`config.mk`:
```
export PLATFORM = sky130hd
export DESIGN_NAME = regfile_store16
export DESIGN_NICKNAME = d
export VERILOG_FILES = /design/src/rtl/regfile_store16_pkg.sv /design/src/rtl/regfile_store16_reg16.sv /design/src/rtl/regfile_store16.sv
export SDC_FILE = /design/constraint.sdc
export NUM_CORES = 1
export LEC_CHECK = 0
export CAP_MARGIN = 5
export CORE_MARGIN = 1.5
export CORE_UTILIZATION = 30
export CTS_CLUSTER_DIAMETER = 200
export DETAILED_ROUTE_END_ITERATION = 6
export DONT_BUFFER_PORTS = 1
export SYNTH_ARGS = -nofsm -noshare
export SYNTH_HDL_FRONTEND = slang
export SYNTH_HIERARCHICAL = 1
export SYNTH_SLANG_ARGS = --single-unit
```
`constraint.sdc`:
```
create_clock -name i_clk -period 2.49 [get_ports i_clk]
set_input_delay 0.498 -clock i_clk [delete_from_list [all_inputs] [get_ports i_clk]]
set_output_delay 0.498 -clock i_clk [all_outputs]
set_load 0.02 [all_outputs]
```
`src/rtl/regfile_store16_pkg.sv`:
```
// Shared sizes, state encoding and bus-slice rule for the 16x16 register file store.
package regfile_store16_pkg;

   localparam int NUM_REGS  = 16;
   localparam int DATA_W    = 16;
   localparam int REG_IDX_W = 4;

   typedef enum logic {
      ST_IDLE  = 1'b0,
      ST_CLEAR = 1'b1
   } state_t;

   // Register k occupies bits [16k+15:16k] of the flattened bus.
   function automatic int slice_base(input int k);
      return k * DATA_W;
   endfunction

endpackage

```
`src/rtl/regfile_store16_reg16.sv`:
```
// One storage word: sync reset, then sync clear, then load enable.
module reg16
   import regfile_store16_pkg::*;
#(
   parameter int WIDTH = DATA_W
) (
   input  logic             i_clk,
   input  logic             i_rst,
   input  logic             i_en,
   input  logic             i_clr,
   input  logic [WIDTH-1:0] i_d,
   output logic [WIDTH-1:0] o_q
);

   logic [WIDTH-1:0] r_q;

   // Clear wins over load so the sweep always zeroes its target word.
   always_ff @(posedge i_clk) begin
      if (i_rst)
         r_q <= '0;
      else if (i_clr)
         r_q <= '0;
      else if (i_en)
         r_q <= i_d;
   end

   assign o_q = r_q;

endmodule

```
`src/rtl/regfile_store16.sv`:
```
// Register file storage: 16 words, one write per cycle, flattened read bus,
// and a one-word-per-cycle clear sweep with busy/done handshake.
//
//  state    | meaning
//  ---------+-----------------------------------------------------------
//  ST_IDLE  | writes accepted, clrReq sampled
//  ST_CLEAR | zeroing reg[cnt] each edge, writes dropped (err flagged)
module regfile_store16
   import regfile_store16_pkg::*;
#(
   parameter int NUM_REGS = regfile_store16_pkg::NUM_REGS,
   parameter int DATA_W   = regfile_store16_pkg::DATA_W,
   parameter bit BYPASS   = 1'b1
) (
   input  logic                       i_clk,
   input  logic                       i_rst,
   input  logic                       i_writeEn,
   input  logic [REG_IDX_W-1:0]       i_writeReg,
   input  logic [DATA_W-1:0]          i_writeData,
   input  logic                       i_clrReq,
   output logic [NUM_REGS*DATA_W-1:0] o_regBus,
   output logic                       o_busy,
   output logic                       o_done,
   output logic                       o_err
);

   state_t               r_state;
   state_t               w_state_nx;
   logic [REG_IDX_W-1:0] r_cnt;
   logic [REG_IDX_W-1:0] w_cnt_nx;
   logic                 r_done;
   logic                 w_done_nx;
   logic                 w_busy;
   logic                 w_wr_ok;
   logic [NUM_REGS-1:0]  w_wr_en;
   logic [NUM_REGS-1:0]  w_clr_en;
   logic [DATA_W-1:0]    w_q [NUM_REGS];

   // State, sweep counter and done pulse.
   always_ff @(posedge i_clk) begin
      if (i_rst) begin
         r_state <= ST_IDLE;
         r_cnt   <= '0;
         r_done  <= 1'b0;
      end else begin
         r_state <= w_state_nx;
         r_cnt   <= w_cnt_nx;
         r_done  <= w_done_nx;
      end
   end

   // Next state: clrReq only matters in IDLE; the sweep exits after reg15.
   always_comb begin
      w_state_nx = r_state;
      w_cnt_nx   = r_cnt;
      w_done_nx  = 1'b0;
      case (r_state)
         ST_IDLE: begin
            if (i_clrReq) begin
               w_state_nx = ST_CLEAR;
               w_cnt_nx   = '0;
            end
         end
         ST_CLEAR: begin
            w_cnt_nx = r_cnt + REG_IDX_W'(1);
            if (r_cnt == REG_IDX_W'(NUM_REGS - 1)) begin
               w_state_nx = ST_IDLE;
               w_cnt_nx   = '0;
               w_done_nx  = 1'b1;
            end
         end
         default: begin
            w_state_nx = ST_IDLE;
            w_cnt_nx   = '0;
         end
      endcase
   end

   assign w_busy  = (r_state == ST_CLEAR);
   assign w_wr_ok = i_writeEn && !w_busy;

   assign o_busy = w_busy;
   assign o_done = r_done;
   assign o_err  = i_writeEn && w_busy;

   for (genvar k = 0; k < NUM_REGS; k++) begin : g_reg
      assign w_wr_en[k]  = w_wr_ok && (i_writeReg == REG_IDX_W'(k));
      assign w_clr_en[k] = w_busy && (r_cnt == REG_IDX_W'(k));

      reg16 #(.WIDTH(DATA_W)) u_reg (
         .i_clk (i_clk),
         .i_rst (i_rst),
         .i_en  (w_wr_en[k]),
         .i_clr (w_clr_en[k]),
         .i_d   (i_writeData),
         .o_q   (w_q[k])
      );

      // Bypass only applies to accepted writes, so nothing shows during a sweep.
      assign o_regBus[slice_base(k) +: DATA_W] =
         (BYPASS && w_wr_en[k]) ? i_writeData : w_q[k];
   end

endmodule

```
==> results of run 1 <==
through the flow:
step,power [W],utilization
floorplan,0.00481,-
global placement,0.00485,0.311
detailed placement,0.00486,0.311
CTS,0.00951,0.366
global route,0.00976,0.372
finish,0.00943,0.372
state kept, by name, indices dropped and copies added, names as in the netlist:
signal	cells
o_done	1
g.u_reg/o_q	256
r_cnt	4
o_busy	1
kinds of logic after synthesis:
kind of cell	share of synthesized area
AOI/OAI and AO/OA	0.00355
DFF	0.402
muxes	0.418
buffers and inverters	0.0659
adders and majority gates	0.00383
and+or+nand+nor	0.107
power breakdown:
group / internal [W] / total (W) / switching, W
Combinational: 0.000253 / 0.000655 / 0.000402
Clock: 0.00271 / 0.00451 / 0.00180
Sequential: 0.00424 / 0.00426 / 0.0000278
worst max-delay path, delay by kind of cell, from the launching register on:
family | cells | cell delay, ns
flip-flops | 1 | 0.37
AND/OR/NAND/NOR | 2 | 0.55
multiplexers | 1 | 0.35
buffers and inverters | 2 | 0.28
final timing paths:
| path | endpoint | depth (start not counted) |
|---|---|---|
| worst max register to register | g_reg[6].u_reg/o_q[3] | 9 |
| worst min register to register | g_reg[2].u_reg/o_q[15] | 2 |
| worst max-delay path | o_regBus[181] | 5 |
| worst min-delay path | g_reg[0].u_reg/o_q[14] | 2 |
timing repair:
action / 4_1_cts / 5_1_grt
setup buffers: 20 / 5
cloned: 17 / 9
hold buffers: 1 / 0
setup endpoints to repair: 256 / 256
pin swaps: 4 / 1
hold endpoints to repair: 5 / 0
gates resized for setup: 183 / 53
cell usage after synthesis:
library cell / n
mux2_1: 1
buf_2: 9
nor4b_4: 1
dfxtp_1: 262
a31oi_1: 1
o211ai_1: 1
a211oi_1: 1
o21ai_0: 1
or2_1: 16
buf_6: 40
and2b_1: 1
buf_4: 22
a21oi_1: 4
clkbuf_2: 16
and2_1: 1
ha_1: 4
nand2_1: 8
nor2_1: 271
nand3b_1: 1
inv_1: 13
and4bb_2: 2
mux2i_1: 257
nand4b_1: 1
nand2_2: 9
nand2b_1: 4
nor3b_1: 1
nor3_1: 6
mux2_2: 255
nor2b_1: 6
and4b_1: 1
clkbuf_1: 19
nor2_2: 1
routing by layer:
layer | share of wire | global-route usage
met5 | 0 | 0
met4 | 0.025 | 0.0574
met3 | 0.059 | 0.0476
met2 | 0.44 | 0.308
met1 | 0.47 | 0.255
final cells by class:
type / count / area (µm²)
clock buffers: 45 / 908
clock inverters: 10 / 108
fillers: 4192 / 27000
inverters: 13 / 48.8
multi-input cells: 868 / 7970
flip-flops and latches: 262 / 5250
well taps: 585 / 732
repair buffers: 67 / 987
==> impl_metrics.csv, run 1 <==
group,metric,value,unit
route,routed_wl,46.3,mm
floorplanning,die_area,0.0448,mm²
job,cap_violations,0,
route,drt_iter0_drc,531,
grt,grt_pass1_vias,9051,
timing,relSlewSlack,0.384,
cells_and_area,nNetsFinal,1271,
pwr,cellLeakagePower,6.11,nW
clock_network,htree_num_levels,1,
grt,grt_first_pass_wirelength,62.9,mm
timing,layout_min_cycle_time,2.63,ns
timing,setup_viol,221,
worst_setup_path,crit_slowest_cell,"dfxtp_4",
synth,synth_top_area_cell,"dfxtp_1",
place,placed_cells,1746,
synth,synthesis.nets,1264,
timing,drv_slew,0,
floorplanning,initial_utilization,0.304,
cells_and_area,stdcell_count,1850,
route,drc,0,
place,hpwlAfterDp,26.6,mm
timing,finClkSkew,0.0112,ns
clock_network,clock-sinks,262,
worst_setup_path,path_cells,"and4bb_4 -> nor2b_4 -> buf_12 -> buf_16 -> mux2_4",
route,antenna_left,0,
worst_setup_path,setup.worst_path.start,"o_busy",
floorplanning,dieWidth,212,µm
worst_setup_path,cp-end-kind,"output port",
clock_network,clock_path_buffers,3,
worst_setup_path,critPathKind,"reg -> out",
synth,synth_seq_area_share,0.402,
timing,setup_ws,-0.143,ns
timing,holdWs,0.0833,ns
pwr,cellPowerDensity,589,mW/mm²
outcome,violations,"negative setup slack",
pwr,ir_worst_vdd,0.430,mV
worst_setup_path,slowest_delay,0.37,ns
clock_network,cts_root_buf,"clkbuf_16",
route,drt_pass1_iterations,5,
place,place_congestion,0.766,
place,portBuffers,0,
route,via_per_inst,5.00,
clock_network,tritoncts,"built",
grt,grt_overflow,0,
synth,syn_avg_cell_area,10.6,µm²
worst_setup_path,cp.required,1.99,ns
timing,post-route-period-util,1.06,
route,wl_per_cell,25.0,µm
clock_network,clkLatencyLatePin,0.56,ns
floorplanning,num_rows,76,
worst_hold_path,holdCritPathClass,"in -> reg",
place,place_ws,0.163,ns
timing,max_freq,380,MHz
worst_setup_path,cp_max_fo,6,
cells_and_area,syn_to_final_growth,22.6,%
worst_setup_path,regToRegSetupSlack,0.38,ns
timing,rsz0062_at_grt,"yes",
clock_network,cts_buffers,31,
place,place_area,0.0134,mm²
synth,synthDominantCellAreaShare,0.402,
worst_setup_path,critPathLaunchType,"flop",
worst_setup_path,crit_arrival,2.14,ns
synth,synth-seq-cells,262,
synth,yosysUniqueCellTypes,32,
synth,yosysWarnings,6,
synth,synth_area,0.0131,mm²
cells_and_area,layout_commonest_cell,"nor2_1",
outcome,status,"complete, but fails checks",
route,num_vias,9254,
cells_and_area,n_antenna_cell,0,
clock_network,clkTransAtPathRegs,0.06,ns
floorplanning,core_area,0.0430,mm²
grt,grt_max_degree,33,
worst_hold_path,hold_start,"i_writeData[14]",
cells_and_area,final_cell_mix,"nor2_1, dfxtp_1, mux2i_1",
cells_and_area,final_area,0.0160,mm²
grt,antenna_found_initial,0,
floorplanning,io_pins,283,
floorplanning,die_h,212,µm
timing,fin_setup_tns,-16.15,ns
synth,synthCells,1236,
timing,hold_violations,0,
timing,worst_pin_slew,0.922,ns
worst_setup_path,reg2reg_from,"o_busy",
grt,grt.total_usage,0.192,
synth,synthTopCellsByArea,"dfxtp_1, mux2_2, mux2i_1",
cells_and_area,drive_gt1_frac,0.322,
Power figures use the tool's default switching activity.
==> inputs of run 2 (changes only) <==
CAP_MARGIN = 25   (was 5)
CORE_UTILIZATION = 40   (was 30)
GPL_TIMING_DRIVEN = 0   (was default)
==> run 2 against run 1 <==
  * Sequential power is essentially flat
  * Sequential share of layout area shrank 0.66 points
  * Design area grew 2.1%
  * Critical path depth grew 2
  * Clock power shrank 6.4%
  * The flow still finishes with violations (negative setup slack)
  * Die area shrank 25%
  * Global-route usage grew 4.8 points
  * Maximum frequency shrank 4.9%
  * Worst hold slack lost 0.059 ns
  * Worst setup slack lost 0.14 ns
  * Critical endpoint is now o_regBus[121]
  * Combinational power grew 10%
  * First-iteration DRC count shrank 15%
  * Largest cell class unchanged
  * Critical path type unchanged
==> impl_metrics.csv, run 2 (synthesis gave the netlist of run 1 again) <==
group,metric,value,unit
cells_and_area,final_cell_mix,"nor2_1, dfxtp_1, mux2i_1",
timing,hold_violations,0,
route,routed_wl,41.6,mm
grt,grt_overflow,0,
route,drc,0,
worst_hold_path,hold_start,"i_rst",
worst_setup_path,critPathLaunchType,"flop",
place,placed_cells,1671,
timing,setup_ws,-0.279,ns
worst_setup_path,setup.worst_path.start,"o_busy",
cells_and_area,largest_register_ffs,256,
pwr,ir_worst_vdd,0.558,mV
clock_network,tritoncts,"built",
clock_network,clock-sinks,262,
place,place_area,0.0136,mm²
timing,setup_viol,249,
outcome,status,"complete, but fails checks",
worst_setup_path,regToRegSetupSlack,0.19,ns
grt,antenna_found_initial,0,
floorplanning,initial_utilization,0.410,
cells_and_area,nNetsFinal,1354,
clock_network,clkTransAtPathRegs,0.06,ns
worst_setup_path,reg2reg_from,"o_busy",
worst_setup_path,crit_arrival,2.27,ns
route,antenna_left,0,
pwr,p_sw_frac,0.238,
route,via_per_inst,5.20,
clock_network,clock_path_buffers,3,
clock_network,htree_num_levels,1,
timing,finClkSkew,0.0187,ns
clock_network,cts_buffers,30,
place,hpwlAfterDp,27.4,mm
timing,layout_min_cycle_time,2.77,ns
worst_setup_path,cp_max_fo,6,
cells_and_area,n_antenna_cell,0,
grt,grt.total_usage,0.241,
clock_network,clkLatencyLatePin,0.55,ns
place,portBuffers,0,
pwr,switching_power,0.00219,W
timing,drv_slew,0,
timing,worst_pin_slew,0.817,ns
job,cap_violations,0,
timing,rsz0062_at_grt,"yes",
worst_setup_path,cp.required,1.99,ns
route,drt_pass1_iterations,5,
cells_and_area,layout_commonest_cell,"nor2_1",
worst_setup_path,critPathKind,"reg -> out",
outcome,violations,"negative setup slack",
floorplanning,num_rows,65,
grt,grt_pass1_vias,9185,
route,wl_per_cell,23.4,µm
worst_hold_path,holdCritPathClass,"in -> reg",
floorplanning,io_pins,283,
timing,max_freq,361,MHz
cells_and_area,stdcell_count,1782,
grt,grt_max_degree,24,
place,place_congestion,0.848,
pwr,seqPwrFrac,0.463,
pwr,p_int,0.00701,W
pwr,clockPowerShare,0.459,
floorplanning,die_area,0.0337,mm²
route,num_vias,9263,
floorplanning,core_area,0.0319,mm²
timing,fin_setup_tns,-48.49,ns
grt,grt_first_pass_wirelength,60.5,mm
cells_and_area,drive_gt1_frac,0.346,
pwr,cellPowerDensity,563,mW/mm²
floorplanning,dieWidth,184,µm
timing,post-route-period-util,1.11,
clock_network,cts_root_buf,"clkbuf_16",
timing,relSlewSlack,0.455,
cells_and_area,final_area,0.0163,mm²
route,drt_iter0_drc,454,
worst_setup_path,cp-end-kind,"output port",
floorplanning,die_h,184,µm
cells_and_area,syn_to_final_growth,25.1,%
pwr,power_frac_comb,0.079,
pwr,cellLeakagePower,6.44,nW
[run 2: area by class of cell]
type                    instances  area (µm²)
clock inverters                10        77.6
flip-flops and latches        262        5250
well taps                     435         544
plain buffers                 106        1020
multi-input cells             855        7670
repair buffers                 58         863
fillers                      2951       15500
inverters                      13        48.8
clock buffers                  43         861
[run 2: final timing paths]
| path | endpoint | cells after the start |
|---|---|---|
| min reg2reg | g_reg[8].u_reg/o_q[11] | 2 |
| min | o_busy | 1 |
| max | o_regBus[121] | 7 |
| max reg2reg | g_reg[12].u_reg/o_q[12] | 12 |
[run 2: power by group through the flow]
stage	clock network, W	registers, W	logic [W]
after floorplan	0	0.00434	0.000464
after global placement	0	0.00435	0.000599
after detailed placement	0	0.00435	0.000602
after CTS	0.00434	0.00426	0.000712
after global routing	0.00451	0.00426	0.000764
final	0.00422	0.00426	0.000723
[run 2: timing repair]
item	in CTS	in global routing
hold buffers	1	1
cloned	10	3
pin swaps	3	0
endpoints found under the hold margin	2	1
resized for setup	243	32
setup endpoints to repair	256	253
buffers inserted	38	9
[run 2: routing by layer]
| metal | up-vias | share of wire | global-route usage | routed length, µm |
|---|---|---|---|---|
| li1 | 4397 | - | - | - |
| met1 | 4542 | 0.45 | 0.311 | 18600 |
| met2 | 255 | 0.46 | 0.391 | 19000 |
| met3 | 69 | 0.065 | 0.0608 | 2730 |
| met4 | 0 | 0.033 | 0.0793 | 1360 |
| met5 | - | 0 | 0 | 0 |
[run 2: worst max-delay path: stages, from the launching register on]
cell,delay [ns]
dfxtp_4,0.37
buf_6,0.13
and4bb_4,0.35
nor2b_4,0.17
buf_8,0.14
buf_12,0.11
buf_12,0.11
mux2_4,0.34
[run 2: through the flow]
stage / hold WS, ns / worst slack, ns / total power (W) / utilization
finish: 0.0244 / -0.279 / 0.00920 / 0.512
global route: 0.00394 / -0.341 / 0.00954 / 0.512
CTS: 0.00404 / -0.301 / 0.00931 / 0.507
detailed placement: 0.474 / -0.0905 / 0.00495 / 0.427
global placement: 0.466 / -0.0914 / 0.00495 / 0.427
floorplan: 0.453 / 0.274 / 0.00481 / -
==> inputs of run 3 (changes only) <==
RECOVER_POWER = 25   (was default)
==> run 3 against run 2 <==
  * Largest cell class unchanged
  * Critical path type unchanged
  * Clock power hardly changed
  * Routed wire length is 0.27% higher
  * Sequential power hardly changed
  * Die area stayed put
  * Worst setup slack worse by 0.00074 ns
  * Design area is 0.11% lower
  * The run still ends with negative setup slack left
  * Non-clock buffer count stayed put
  * Critical path depth stayed put
  * Worst hold slack hardly changed
  * Maximum frequency hardly changed
  * Core utilization is 0.055 points lower
==> impl_metrics.csv, run 3 (synthesis gave the netlist of run 1 again) <==
group,metric,value,unit
outcome,status,"complete, but fails checks",
outcome,violations,"negative setup slack",
worst_setup_path,cp.required,1.99,ns
route,num_vias,9269,
cells_and_area,final_area,0.0163,mm²
clock_network,clkLatencyLatePin,0.55,ns
pwr,power,0.00921,W
pwr,cellLeakagePower,6.42,nW
pwr,ir_worst_vdd,0.559,mV
grt,grt_overflow,0,
worst_setup_path,cp_top_family,"simple AND/OR/NAND/NOR gates",
worst_setup_path,worst-path-buf-inv,4,
timing,max_freq,361,MHz
grt,grt.total_usage,0.241,
clock_network,cts_root_buf,"clkbuf_16",
pwr,switching_power,0.00220,W
cells_and_area,seqCellArea,0.00525,mm²
clock_network,clock_path_buffers,3,
worst_setup_path,critPathLaunchType,"flop",
clock_network,htree_num_levels,1,
clock_network,cts_buffers,30,
worst_setup_path,slowest_delay,0.37,ns
timing,post-route-period-util,1.11,
pwr,p_sw_frac,0.239,
place,place_congestion,0.848,
grt,antenna_found_initial,0,
cells_and_area,n_antenna_cell,0,
route,via_per_inst,5.20,
worst_setup_path,cp-end-kind,"output port",
clock_network,clkTransAtPathRegs,0.06,ns
timing,holdWs,0.0240,ns
timing,hold_violations,0,
pwr,p_int,0.00701,W
cells_and_area,syn_to_final_growth,25.0,%
cells_and_area,final_cell_mix,"nor2_1, dfxtp_1, mux2i_1",
route,drt_pass1_iterations,5,
timing,layout_min_cycle_time,2.77,ns
worst_setup_path,regToRegSetupSlack,0.05,ns
floorplanning,initial_utilization,0.410,
place,portBuffers,0,
timing,setup_ws,-0.279,ns
cells_and_area,nNetsFinal,1354,
timing,drv_slew,0,
route,drc,0,
route,antenna_left,0,
floorplanning,die_area,0.0337,mm²
pwr,cellPowerDensity,565,mW/mm²
place,hpwlAfterDp,27.4,mm
cells_and_area,multi_input_area,0.00767,mm²
pwr,clockPowerShare,0.459,
route,routed_wl,41.8,mm
floorplanning,core_area,0.0319,mm²
timing,rsz0062_at_grt,"yes",
pwr,seqPwrFrac,0.462,
grt,grt_first_pass_wirelength,60.5,mm
floorplanning,num_rows,65,
grt,grt_max_degree,24,
worst_setup_path,crit_arrival,2.27,ns
worst_setup_path,cp_max_fo,6,
pwr,power_frac_comb,0.078,
timing,finClkSkew,0.0192,ns
cells_and_area,nFillCells,2957,
job,cap_violations,0,
cells_and_area,largest_register_ffs,256,
worst_setup_path,path_cells,"buf_6 -> and4bb_4 -> nor2b_4 -> buf_8 -> buf_12 -> buf_12 -> mux2_4",
cells_and_area,drive_gt1_frac,0.341,
worst_setup_path,critPathKind,"reg -> out",
clock_network,tritoncts,"built",
floorplanning,die_h,184,µm
floorplanning,dieWidth,184,µm
clock_network,clock-sinks,262,
worst_hold_path,holdCritPathClass,"in -> reg",
timing,setup_viol,249,
worst_setup_path,path_common_cell,"buf_12",
floorplanning,io_pins,283,
route,drt_iter0_drc,457,
cells_and_area,layout_commonest_cell,"nor2_1",
timing,worst_pin_slew,0.804,ns
place,place_area,0.0136,mm²
grt,grt_pass1_vias,9185,
worst_setup_path,crit_slowest_cell,"dfxtp_4",
timing,relSlewSlack,0.463,
route,wl_per_cell,23.4,µm
run 3: changes by cell type in the layout (fill, tap and decap cells not counted):
cell      previous run  this run
or2_1               16        15
clkbuf_1            27        33
or2_0                0         1
buf_4               28        24
clkbuf_2            16        14
run 3: worst paths after layout:
kind                               start                endpoint  cells past startpoint
setup / recovery                  o_busy           o_regBus[121]                      7
hold / removal                     i_rst                  o_busy                      1
setup reg to reg                  o_busy   g_reg[7].u_reg/o_q[5]                     10
hold reg to reg   g_reg[8].u_reg/o_q[11]  g_reg[8].u_reg/o_q[11]                      2
run 3: through the flow:
stage,TNS [ns],utilization,std cells,setup slack (ns)
final,-49.32,0.512,1782,-0.279
after global routing,-64.12,0.512,1782,-0.340
after CTS,-49.37,0.507,1773,-0.301
after detailed placement,-2.32,0.427,1671,-0.0905
after global placement,-1.87,0.427,1671,-0.0914
after floorplan,0,-,1236,0.274
run 3: timing repair:
item                                   in CTS  in global routing
setup endpoints to repair                 256                253
pin swaps                                   3                  0
gates resized for setup                   243                 32
cloned                                     10                  3
endpoints found under the hold margin       2                  1
buffers inserted                           38                  9
hold buffers                                1                  1
run 3: power by group through the flow:
stage	Clock [W]	Sequential (W)	Combinational, W
after detailed placement	0	0.00435	0.000602
after global routing	0.00451	0.00426	0.000763
after floorplan	0	0.00434	0.000464
after global placement	0	0.00435	0.000599
final	0.00423	0.00426	0.000722
after CTS	0.00434	0.00426	0.000712
run 3: layout make-up:
type | instances | area share
well taps | 435 | 0.0334
multi-input cells | 855 | 0.470
clock buffers | 43 | 0.0527
repair buffers | 58 | 0.0529
inverters | 13 | 0.00299
flip-flops and latches | 262 | 0.322
plain buffers | 106 | 0.0616
clock inverters | 10 | 0.00475
run 3: per-layer routing:
metal	part of all wire	vias up	routed length [µm]	GRT usage
li1	-	4393	-	-
met3	0.068	67	2850	0.0608
met1	0.44	4543	18500	0.311
met2	0.46	266	19000	0.391
met4	0.032	0	1330	0.0793
met5	0	-	0	0
run 3: worst reg2reg max path, cell delays in order (launching register included):
cell and delay (ns):
dfxtp_4 0.37, buf_6 0.13, and4bb_4 0.35, nor2b_4 0.17, buf_8 0.14, buf_12 0.12
buf_4 0.10, clkbuf_1 0.43, buf_6 0.25, mux2i_1 0.21, nor2_1 0.06
